==> src/rtl/mul_middle_issuer_if.sv <==
// Operand request and result response streams between the datapath sequencer
// and mul_middle_issuer. The slave modport is the issuer side.
interface mul_middle_issuer_if #(
  parameter int MUL_SIZE = 80,
  parameter int RADIX    = 78,
  parameter int TAG_W    = 4
);
  logic                in_valid;
  logic                in_ready;
  logic [MUL_SIZE-1:0] in_a;
  logic [MUL_SIZE-1:0] in_b;
  logic [TAG_W-1:0]    in_tag;

  logic                out_valid;
  logic                out_ready;
  logic [RADIX-1:0]    out_res;
  logic [TAG_W-1:0]    out_tag;

  modport master (
    output in_valid, in_a, in_b, in_tag, out_ready,
    input  in_ready, out_valid, out_res, out_tag
  );

  modport slave (
    input  in_valid, in_a, in_b, in_tag, out_ready,
    output in_ready, out_valid, out_res, out_tag
  );
endinterface

==> src/rtl/mul_middle_issuer.sv <==
// Issues one operation at a time to the middle-bit multiplier and returns its result.
// Optional MUL_ISSUER_PERF_EN adds op_count/stall_count performance counters.
module mul_middle_issuer #(
  parameter int MUL_SIZE = 80,
  parameter int RADIX    = 78,
  parameter int MUL_LAT  = 3,
  parameter int TAG_W    = 4
) (
  input  logic                clk,
  input  logic                rst,
  mul_middle_issuer_if.slave  bus,
  output logic                mul_rst_n,
  output logic                mul_en,
  output logic [MUL_SIZE-1:0] mul_a,
  output logic [MUL_SIZE-1:0] mul_b,
  input  logic [RADIX-1:0]    mul_res,
  output logic                busy
`ifdef MUL_ISSUER_PERF_EN
  ,
  output logic [31:0]         op_count,
  output logic [31:0]         stall_count
`endif
);

  localparam int CNT_W = (MUL_LAT > 2) ? $clog2(MUL_LAT) : 1;

  typedef enum logic [1:0] {IDLE, ISSUE, WAIT, CAPTURE} state_t;

  state_t           state;
  logic [CNT_W-1:0] wait_cnt;
  logic [TAG_W-1:0] tag_q;
  logic             out_valid_q;
  logic [RADIX-1:0] out_res_q;
  logic [TAG_W-1:0] out_tag_q;
  logic             xfer;

  // A new op may enter only when idle and the result slot is free or draining this edge.
  assign bus.in_ready  = (state == IDLE) && (!out_valid_q || bus.out_ready);
  assign xfer          = bus.in_valid && bus.in_ready;
  assign bus.out_valid = out_valid_q;
  assign bus.out_res   = out_res_q;
  assign bus.out_tag   = out_tag_q;
  assign busy          = (state != IDLE) || out_valid_q;
  assign mul_rst_n     = ~rst;

  always_ff @(posedge clk) begin
    if (rst) begin
      state       <= IDLE;
      wait_cnt    <= '0;
      tag_q       <= '0;
      out_valid_q <= 1'b0;
      out_res_q   <= '0;
      out_tag_q   <= '0;
      mul_en      <= 1'b0;
      mul_a       <= '0;
      mul_b       <= '0;
    end else begin
      mul_en <= 1'b0;
      if (out_valid_q && bus.out_ready) out_valid_q <= 1'b0;
      case (state)
        IDLE: begin
          if (xfer) begin
            mul_a  <= bus.in_a;
            mul_b  <= bus.in_b;
            tag_q  <= bus.in_tag;
            mul_en <= 1'b1;
            state  <= ISSUE;
          end
        end
        ISSUE: begin
          wait_cnt <= CNT_W'(MUL_LAT - 2);
          state    <= WAIT;
        end
        WAIT: begin
          if (wait_cnt == '0) state <= CAPTURE;
          else wait_cnt <= wait_cnt - 1'b1;
        end
        CAPTURE: begin
          out_res_q   <= mul_res;
          out_tag_q   <= tag_q;
          out_valid_q <= 1'b1;
          state       <= IDLE;
        end
        default: state <= IDLE;
      endcase
    end
  end

`ifdef MUL_ISSUER_PERF_EN
  always_ff @(posedge clk) begin
    if (rst) begin
      op_count    <= '0;
      stall_count <= '0;
    end else begin
      if (state == CAPTURE) op_count <= op_count + 32'd1;
      if (out_valid_q && !bus.out_ready) stall_count <= stall_count + 32'd1;
    end
  end
`endif

endmodule

==> src/flat_wrapper.sv <==
// flat-port wrapper written by rule: the top's interface ports become plain ports
module mul_middle_issuer_flat 
#(
  parameter int MUL_SIZE = 80,
  parameter int RADIX    = 78,
  parameter int MUL_LAT  = 3,
  parameter int TAG_W    = 4
)
  (clk, rst, mul_rst_n, mul_en, mul_a, mul_b, mul_res, busy, bus_in_valid, bus_in_a, bus_in_b, bus_in_tag, bus_out_ready, bus_in_ready, bus_out_valid, bus_out_res, bus_out_tag);
  mul_middle_issuer_if #(.MUL_SIZE(MUL_SIZE), .RADIX(RADIX), .TAG_W(TAG_W)) bus_i ();
  input  logic clk;
  input  logic rst;
  output logic mul_rst_n;
  output logic mul_en;
  output logic [MUL_SIZE-1:0] mul_a;
  output logic [MUL_SIZE-1:0] mul_b;
  input  logic [RADIX-1:0] mul_res;
  output logic busy;
  input wire logic [$bits(bus_i.in_valid)-1:0] bus_in_valid;
  input wire logic [$bits(bus_i.in_a)-1:0] bus_in_a;
  input wire logic [$bits(bus_i.in_b)-1:0] bus_in_b;
  input wire logic [$bits(bus_i.in_tag)-1:0] bus_in_tag;
  input wire logic [$bits(bus_i.out_ready)-1:0] bus_out_ready;
  output wire logic [$bits(bus_i.in_ready)-1:0] bus_in_ready;
  output wire logic [$bits(bus_i.out_valid)-1:0] bus_out_valid;
  output wire logic [$bits(bus_i.out_res)-1:0] bus_out_res;
  output wire logic [$bits(bus_i.out_tag)-1:0] bus_out_tag;
  assign bus_i.in_valid = bus_in_valid;
  assign bus_i.in_a = bus_in_a;
  assign bus_i.in_b = bus_in_b;
  assign bus_i.in_tag = bus_in_tag;
  assign bus_i.out_ready = bus_out_ready;
  assign bus_in_ready = bus_i.in_ready;
  assign bus_out_valid = bus_i.out_valid;
  assign bus_out_res = bus_i.out_res;
  assign bus_out_tag = bus_i.out_tag;
  mul_middle_issuer #(.MUL_SIZE(MUL_SIZE), .RADIX(RADIX), .MUL_LAT(MUL_LAT), .TAG_W(TAG_W)) u_core (.clk(clk), .rst(rst), .bus(bus_i), .mul_rst_n(mul_rst_n), .mul_en(mul_en), .mul_a(mul_a), .mul_b(mul_b), .mul_res(mul_res), .busy(busy));
endmodule
==> config.mk <==
export PLATFORM = sky130hd
export DESIGN_NAME = mul_middle_issuer_flat
export DESIGN_NICKNAME = d
export VERILOG_FILES = /design/src/rtl/mul_middle_issuer_if.sv /design/src/rtl/mul_middle_issuer.sv /design/src/flat_wrapper.sv
export SDC_FILE = /design/constraint.sdc
export NUM_CORES = 1
export LEC_CHECK = 0
export ABC_CLOCK_PERIOD_IN_PS = 1600
export BUFFER_PORTS_ARGS = -buffer_cell sky130_fd_sc_hd__buf_2
export CAP_MARGIN = 40
export CORE_AREA = 10 10 184 186
export DETAILED_ROUTE_END_ITERATION = 8
export DIE_AREA = 0 0 194 196
export PLACE_DENSITY_LB_ADDON = 0.25
export SYNTH_ARGS = -nofsm -noshare
export SYNTH_HDL_FRONTEND = slang
export SYNTH_SLANG_ARGS = --single-unit
==> constraint.sdc <==
create_clock -name clk -period 1.6 [get_ports clk]
set_clock_uncertainty 0.15 [all_clocks]
set_input_delay 0.08 -clock clk [delete_from_list [all_inputs] [get_ports clk]]
set_output_delay 0.08 -clock clk [all_outputs]
set_load 0.05 [all_outputs]
# After elaboration in Yosys (flattened, before gate mapping)
# Index checks and enable logic that the tools add are counted.
[op_classes]
n_addsub = 1
eq_ne = 6
muxes = 8
n_bitwise = 2
reduce_logical = 15
[op_table]
columns = ["operator", "n"]
rows = [
  ["$pmux 2 s4", 1],
  ["$mux 2", 3],
  ["$reduce_and 2->1", 3],
  ["$reduce_bool 2->1", 3],
  ["$eq 2x2->1 const B", 2],
  ["$logic_not 2->1", 2],
  ["$ne 2x1->1 const B", 2],
  ["$pmux 2 s2", 1],
  ["$logic_and 1x1->1", 3],
  ["$mux 1", 3],
  ["$eq 2x1->1 const B", 1],
  ["$logic_or 1x1->1", 2],
  ["$ne 2x2->1 const B", 1],
  ["$not 1->1", 2],
  ["$reduce_or 2->1", 1],
  ["$sub 2x1->2 const B", 1],
  ["$logic_not 1->1", 1],
]
[word_totals]
ff_bits = 252

# Longest topological paths before layout
# Gate-level depths: netlist of the first run.
[depth]
ltp_word = 6
ltp_mapped = 7
mapped_depth_nobuf = 5

# Worst setup path before layout of the first run
# No wires, ideal clock.
[synth_path]
path_type = "reg2reg"
from = "reg u_core.out_valid_q (netlist: u_core.bus.out_valid)"
to = "reg u_core.mul_b[50]"
setup_ns = 0.116
arrival_time_ns = 1.496
required_time_ns = 1.334
setup_slack_ns = -0.162
stages_incl_launch_ff = 6
path_buffers = 2
period_less_slack_ns = 1.762
path_cell_list = "dfxtp_1 -> nand2b_4 -> and3_4 -> buf_6 -> buf_4 -> a31o_1"
[synth_via]
elab_chain_len = 5
[synth_rtl]
columns = ["item", "line", "rtl"]
rows = [
  ["from (decl)", "mul_middle_issuer.sv:32", "logic out_valid_q;"],
  ["from (signal assigned)", "mul_middle_issuer.sv:51", "out_valid_q <= 1'b0;"],
  ["from (signal assigned)", "mul_middle_issuer.sv:59", "if (out_valid_q && bus.out_ready) out_valid_q <= 1'b0;"],
  ["from (signal assigned)", "mul_middle_issuer.sv:81", "out_valid_q <= 1'b1;"],
  ["$logic_not 1->1", "mul_middle_issuer.sv:38", "assign bus.in_ready = (state == IDLE) && (!out_valid_q || bus.out_ready);"],
  ["$logic_or 1x1->1", "mul_middle_issuer.sv:38", ""],
  ["$logic_and 1x1->1", "mul_middle_issuer.sv:38", ""],
  ["$logic_and 1x1->1", "mul_middle_issuer.sv:39", "assign xfer = bus.in_valid && bus.in_ready;"],
  ["$reduce_and 2->1 (no source line)", "--", ""],
  ["to (signal assigned)", "mul_middle_issuer.sv:64", "mul_b <= bus.in_b;"],
  ["to (decl)", "mul_middle_issuer.sv:15", "output logic [MUL_SIZE-1:0] mul_b,"],
]
# Every way passes these cells.
# A chain may end at the register's enable or synchronous reset.

# Worst setup path after layout of the first run
[layout_path]
from = "reg u_core.state[0]"
to = "reg u_core.mul_b[13]"
[layout_via]
elab_chain_len = 4
[layout_rtl]
columns = ["item", "line", "rtl"]
rows = [
  ["from (decl)", "mul_middle_issuer.sv:29", "state_t state;"],
  ["from (signal assigned)", "mul_middle_issuer.sv:48", "state <= IDLE;"],
  ["from (signal assigned)", "mul_middle_issuer.sv:67", "state <= ISSUE;"],
  ["from (signal assigned)", "mul_middle_issuer.sv:72", "state <= WAIT;"],
  ["$logic_not 2->1 (*)", "mul_middle_issuer.sv:38, mul_middle_issuer.sv:60", ""],
  ["$logic_and 1x1->1", "mul_middle_issuer.sv:38", ""],
  ["$logic_and 1x1->1", "mul_middle_issuer.sv:39", ""],
  ["$reduce_and 2->1 (no source line) (*)", "--", ""],
]
# Mark *: on every way between the ends. The rest lies on a longest branch, timed or not.

==> impl_metrics.csv, run 1 <==
group,metric,value,unit
run_status,outcome,"finished, violations left",
run_status,violations,"negative setup slack",
yosys,synth_mux_area_share,7.671,%
yosys,postSynthAreaPerCell,9.982,um^2
yosys,synth-simple-area-share,3.929,%
pwr,p_int,17230,uW
pwr,power_frac_comb,48.4,%
sta,max_slew_margin,49.45,%
cts,path_clk_slew,0.06,ns
cts,htree_levels,1,
pwr,p_switching,11640,uW
worst_setup_path,r2r_end,"u_core.mul_b[13]",
cells_and_area,syn_to_final_growth,70.87,%
pwr,power_density,1579,nW/um^2
routing,antenna_left,0,
sta,rsz0062_at_grt,"yes",
floorplanning,die_h,196,um
grt,grt_pass1_vias,11783,
sta,min_period,1.845,ns
worst_setup_path,crit_path_max_fanout,9,
worst_setup_path,cp.arrival,2.12,ns
sta,min_period_over_period,115.3,%
placement,place_congestion,0.8062,
placement,placed_area,13900,um^2
cells_and_area,regArea,5049,um^2
floorplanning,std_cell_rows,64,
yosys,ys_warn_count,0,
worst_setup_path,worst_path_max_delay_cell,"dfxtp_2",
grt,overflow,0,
yosys,ys_ff_latch,252,
yosys,synth_compound_area_share,27.29,%
pwr,leakagePower,0.007991,uW
cells_and_area,multiInputGateArea,4378,um^2
sta,worst_slew_pin_slew,0.7558,ns
pwr,pwr-share-clk,24.1,%
floorplanning,die_w,194,um
worst_setup_path,cp_slowest_stage_delay,0.34,ns
pwr,ir_worst_vdd,0.9861,mV
worst_setup_path,crit_path_end_kind,"register",
sta,setup_ws,-0.2449,ns
cts,worstSkewPairLatency,0.54,ns
cells_and_area,nNetsFinal,2072,
worst_setup_path,crit_type,"register to register",
grt,grt_pass1_wl,68780,um
cts,cts_inserted_buffers,28,
grt,grt_max_degree,77,
floorplanning,start_util,35.35,%
pwr,p_sw_share,40.31,%
cts,clock-root-buffer,"clkbuf_16",
placement,hpwl,28780,um
sta,clock.fmax,542.0,MHz
yosys,synth_top_family_by_area,"compound AO/OA/AOI/OAI gates",
yosys,synthDistinctLibCells,27,
grt,grt_usage,21.83,%
cts,clock_path_buffers,3,
routing,vias_per_cell,5.221,
routing,drt_iter0_markers,613,
routing,route.vias.total,11694,
yosys,synth-adder-area-share,0.7016,%
sta,maxSlewViolCount,0,
cells_and_area,final_common_cell,"buf_2",
floorplanning,core,30270,um^2
min_path,min_from,"rst",
yosys,synth_area,10700,um^2
floorplanning,io_pins,493,
min_path,hold_end,"u_core.state[1]",
routing,routed_wl,46860,um
worst_setup_path,rrSetupSlack,-0.24,ns
grt,antenna_found_initial,3,
flow_run,max_cap_viol_count,0,
worst_setup_path,cp.required,1.88,ns
routing,drc_errors,0,
yosys,synth-xor-area-share,0,%
cells_and_area,mostFrequentLayoutCells,"buf_2 (488), dlygate4sd3_1 (249), dfxtp_1 (249), inv_1 (167), a311oi_1 (160)",
min_path,hp-class,"input port to register",
placement,io_buffers,492,
yosys,synthCells,1072,
sta,timing.setup.tns,-32.88,ns
floorplanning,design.die.area,38020,um^2
sta,finalSetupViolations,170,
yosys,synth_nets,1324,
cells_and_area,fillCellCount,2369,
worst_setup_path,worst_setup_path_start_kind,"register",
worst_setup_path,path_cells,"inv_2 > ha_4 > buf_4 > buf_8 > and3_4 > buf_12 > clkbuf_16 > a31o_1",
worst_setup_path,reg2regPathDepth,8,
worst_setup_path,r2r_start,"u_core.state[0]",
pwr,seq_power_share,27.5,%
routing,avgRoutedWirePerCell,20.92,um
min_path,min_delay_path_depth,4,
cts,clock-sinks,252,
cells_and_area,drive_above_1_share,36.83,%
yosys,seq_area_frac_synth,47.15,%
sta,final_hold_viol_count,0,
cells_and_area,design_area,18280,um^2
cts,cts_tree,"built",
routing,drt_pass1_iterations,7,
## power groups by stage
stage	combinational [uW]	sequential, uW	clock (uW)
after floorplan	4240	11500	0
after global placement	11200	7990	0
after detailed placement	11300	8020	0
after CTS	12300	7900	7110
after global routing	14600	8040	7340
final	14000	7930	6970
## cell usage after synthesis (all sizes together)
cell type  number  area, um^2
and3            1       11.26
nor3            2       10.01
buf            71       566.8
ha              6       75.07
a31o          164        1436
dfxtp         252        5045
clkbuf         57       214.0
nand2b          4       32.53
nand3           1       5.000
a211oi          1       7.510
a311oi        165        1445
mux2i          82       820.8
nand3b          1       7.510
a221oi          1       8.760
nor2           86       322.8
o21ai           1       5.000
inv           170       638.1
nor2b           3       18.77
and2            2       12.51
a41o            1       10.01
o21a            1       7.510
## flip-flops by register name, summed over array words and instances, names as in the netlist
name	count
u_core.mul_en	1
u_core.wait_cnt	2
u_core.mul_b	80
u_core.bus.out_valid	1
u_core.mul_a	80
u_core.tag_q	4
u_core.bus.out_tag	4
u_core.state	2
u_core.bus.out_res	78
## worst max path at each step
stage                    startpoint          endpoint  depth (start not counted)
CTS                 u_core.state[0]      bus_in_ready                          6
floorplan           u_core.state[0]  u_core.mul_a[40]                          7
global placement    u_core.state[1]   u_core.tag_q[2]                          6
detailed placement  u_core.state[0]  u_core.mul_b[29]                          6
global route        u_core.state[0]  u_core.mul_b[27]                          8
finish              u_core.state[0]  u_core.mul_b[13]                          8
## final cells by class
class                      instances  share of cell area [%]
timing repair buffer             846                   36.69
antenna                            3                 0.04106
tap                              396                   2.710
clock buffer                      39                   4.448
clock inverter                    12                   1.047
inverter                         170                   3.504
sequential                       252                   27.61
multi-input combinational        522                   23.94
## metal layers
metal,vias to the layer above,part of all wire [%],global-route usage [%]
met5,-,0,0
met4,0,2.9,6.640
met3,92,9.6,7.110
met2,626,49,37.62
met1,5565,38,25.22
li1,5411,-,-
## cells by family after synthesis
logic type / count (synthesis)
AO/OA/AOI/OAI: 334
buffers and inverters: 298
flip-flops: 252
AND/OR/NAND/NOR: 100
multiplexers: 82
adder cells (fa/ha/maj): 6
## metrics by stage
stage	util (%)	cells	setup slack (ns)	power, uW	hold slack [ns]
final	60.40	2240	-0.2449	28870	0.04902
after global routing	60.40	2240	-0.2867	30000	0.07258
after CTS	58.03	2208	-0.2560	27280	0.03113
after detailed placement	45.93	1901	0.04155	19300	0.1516
after global placement	45.93	1901	0.05424	19200	0.1465
after floorplan	-	1072	0.01574	15750	0.06471
## critical path: cells and delay by family, from the launching register on
family | cells | cell delay [ns]
buf+inv | 5 | 0.66
flops | 1 | 0.34
simple gates | 1 | 0.21
compound gates | 1 | 0.21
fa+ha+maj | 1 | 0.16
## timing repair
| action | 4_1_cts | 5_1_grt |
|---|---|---|
| hold buffers | 250 | 0 |
| endpoints found under the hold margin | 250 | 0 |
| setup buffers | 4 | 8 |
| gates resized for setup | 14 | 30 |
| setup endpoints to repair | 3 | 168 |
| pin swaps | 2 | 77 |
| cloned | 2 | 20 |
Note: power is estimated with default switching activity, not from simulation.
==> run 2, diff against run 1 <==
--- a/config.mk
+++ b/config.mk
@@ -8,9 +8,10 @@
 export ABC_CLOCK_PERIOD_IN_PS = 1600
 export BUFFER_PORTS_ARGS = -buffer_cell sky130_fd_sc_hd__buf_2
 export CAP_MARGIN = 40
-export CORE_AREA = 10 10 184 186
+export CORE_ASPECT_RATIO = 0.5
+export CORE_MARGIN = 10
+export CORE_UTILIZATION = 43
 export DETAILED_ROUTE_END_ITERATION = 8
-export DIE_AREA = 0 0 194 196
 export PLACE_DENSITY_LB_ADDON = 0.25
 export SYNTH_ARGS = -nofsm -noshare
 export SYNTH_HDL_FRONTEND = slang
==> impl_metrics.csv, run 2 (synthesized netlist as in run 1, its figures left out) <==
group,metric,value,unit
run_status,outcome,"finished, violations left",
run_status,violations,"negative setup slack",
worst_setup_path,worst_path_max_delay_cell,"dfxtp_2",
min_path,min_delay_path_depth,4,
grt,overflow,0,
floorplanning,design.die.area,31980,um^2
worst_setup_path,cp.required,1.87,ns
cells_and_area,syn_to_final_growth,63.86,%
sta,min_period,1.729,ns
pwr,leakagePower,0.007639,uW
cells_and_area,final_util,72.38,%
placement,dp_slack,0.03744,ns
grt,grt_pass1_wl,69010,um
routing,drt_pass1_iterations,5,
floorplanning,std_cell_rows,40,
worst_setup_path,cp.arrival,2.00,ns
cells_and_area,final_common_cell,"buf_2",
min_path,hp-class,"input port to register",
placement,hpwl,27640,um
sta,finalSetupViolations,138,
routing,drc_errors,0,
floorplanning,die_h,131.5,um
sta,worst_slew_pin_slew,0.5787,ns
grt,antenna_found_initial,9,
routing,routed_wl,47520,um
pwr,total_power,27150,uW
cts,cts_tree,"built",
worst_setup_path,rrSetupSlack,-0.13,ns
cts,clock_path_buffers,3,
sta,final_hold_viol_count,0,
worst_setup_path,reg2regPathDepth,7,
worst_setup_path,critPathMostFrequentCell,"buf_4",
cts,htree_levels,1,
cells_and_area,regArea,5051,um^2
placement,io_buffers,492,
cells_and_area,drive_above_1_share,36.45,%
sta,setup_ws,-0.1294,ns
worst_setup_path,r2r_start,"u_core.state[1]",
cells_and_area,mostFrequentLayoutCells,"buf_2 (488), dlygate4sd3_1 (250), dfxtp_1 (249), inv_1 (167), a31o_1 (149)",
sta,rsz0062_at_grt,"yes",
worst_setup_path,crit_path_end_kind,"register",
floorplanning,core,24220,um^2
sta,maxSlewViolCount,0,
sta,timing.setup.tns,-11.46,ns
routing,route.vias.total,12023,
cts,clock-sinks,252,
floorplanning,start_util,44.17,%
routing,vias_per_cell,5.579,
routing,antenna_left,0,
routing,drt_iter0_markers,995,
sta,min_period_over_period,108.1,%
floorplanning,die_w,243.1,um
grt,grt_pass1_vias,12118,
flow_run,max_cap_viol_count,0,
cells_and_area,multiInputGateArea,4438,um^2
floorplanning,io_pins,493,
placement,placed_area,13420,um^2
worst_setup_path,crit_type,"register to register",
sta,max_slew_margin,61.42,%
sta,clock.fmax,578.2,MHz
worst_setup_path,crit_path_max_fanout,24,
cells_and_area,fillCellCount,1633,
worst_setup_path,path_cells,"inv_2 > ha_4 > buf_4 > and3_4 > buf_4 > clkbuf_16 > a31o_1",
pwr,ir_worst_vdd,0.8433,mV
worst_setup_path,cp_top_family,"buffers and inverters",
cells_and_area,design_area,17530,um^2
min_path,min_from,"rst",
worst_setup_path,r2r_end,"u_core.mul_a[56]",
cts,path_clk_slew,0.07,ns
grt,grt_max_degree,78,
grt,grt_usage,26.10,%
cts,worstSkewPairLatency,0.52,ns
cells_and_area,nNetsFinal,2043,
worst_setup_path,worst_setup_path_start_kind,"register",
cts,clock-root-buffer,"clkbuf_16",
pwr,power_density,1549,nW/um^2
cts,cts_inserted_buffers,23,
min_path,hold_end,"u_core.mul_b[24]",
routing,avgRoutedWirePerCell,22.05,um
worst_setup_path,cp_slowest_stage_delay,0.34,ns
placement,place_congestion,0.8243,
worst_setup_path,critPathBufInv,4,
-- run 2: changes by cell type in the layout (fill, tap and decap cells not counted), moves of 7 or more --
cell	change
a311oi_1	-14
clkbuf_16	-14
diode_2	+8
a311oi_2	+12
a31o_2	+7
a31o_4	-7
buf_12	-15
-- run 2: worst max-delay path by stage --
| stage | startpoint | endpoint | slack, ns | cells past startpoint |
|---|---|---|---|---|
| after floorplan | u_core.state[0] | u_core.mul_a[40] | 0.02 | 7 |
| after global placement | u_core.state[0] | u_core.state[0] | 0.07 | 6 |
| after detailed placement | u_core.state[0] | u_core.bus.out_res[19] | 0.04 | 5 |
| after CTS | u_core.state[1] | bus_in_ready | -0.14 | 5 |
| after global routing | u_core.state[1] | u_core.mul_a[56] | -0.18 | 7 |
| final | u_core.state[1] | u_core.mul_a[56] | -0.13 | 7 |
-- run 2: layer usage --
metal	vias to the layer above	GRT usage, %	wire (um)
met1	5828	28.06	17440
met5	-	0	0
met2	666	47.06	24230
met4	0	13.70	2465
met3	175	6.007	3387
li1	5354	-	-
-- run 2: layout make-up --
type / instances / share of cell area, %
Clock inverter: 10 / 0.6423
Tap cell: 336 / 2.398
Inverter: 170 / 3.654
Timing Repair Buffer: 821 / 35.27
Antenna cell: 11 / 0.1570
Sequential cell: 252 / 28.81
Multi-Input combinational cell: 523 / 25.31
Clock buffer: 32 / 3.761
-- run 2: repair_timing --
action | 4_1_cts | 5_1_grt
pin swaps | 15 | 5
hold buffers | 250 | 0
cloned | 3 | 13
resized for setup | 13 | 47
endpoints found under the setup margin | 2 | 179
setup buffers | 7 | 12
endpoints found under the hold margin | 248 | 0
-- run 2: tightest hold or removal path, stage by stage --
cell    delay, ns
buf_6        0.11
inv_4        0.04
buf_12       0.20
a31o_1       0.23
-- run 2: per-stage QoR --
step	instances	hold WS, ns
floorplan	1072	0.06471
global placement	1817	0.1457
detailed placement	1817	0.1506
CTS	2119	0.01760
global route	2154	0.03990
finish	2155	0.04626
-- run 2: where the power goes --
part	leakage [uW]	internal (uW)	switching, uW
Clock	0.000377	3220	2500
Sequential	0.00206	7370	592
Combinational	0.00520	5010	8450
Total	0.00764	15600	11500
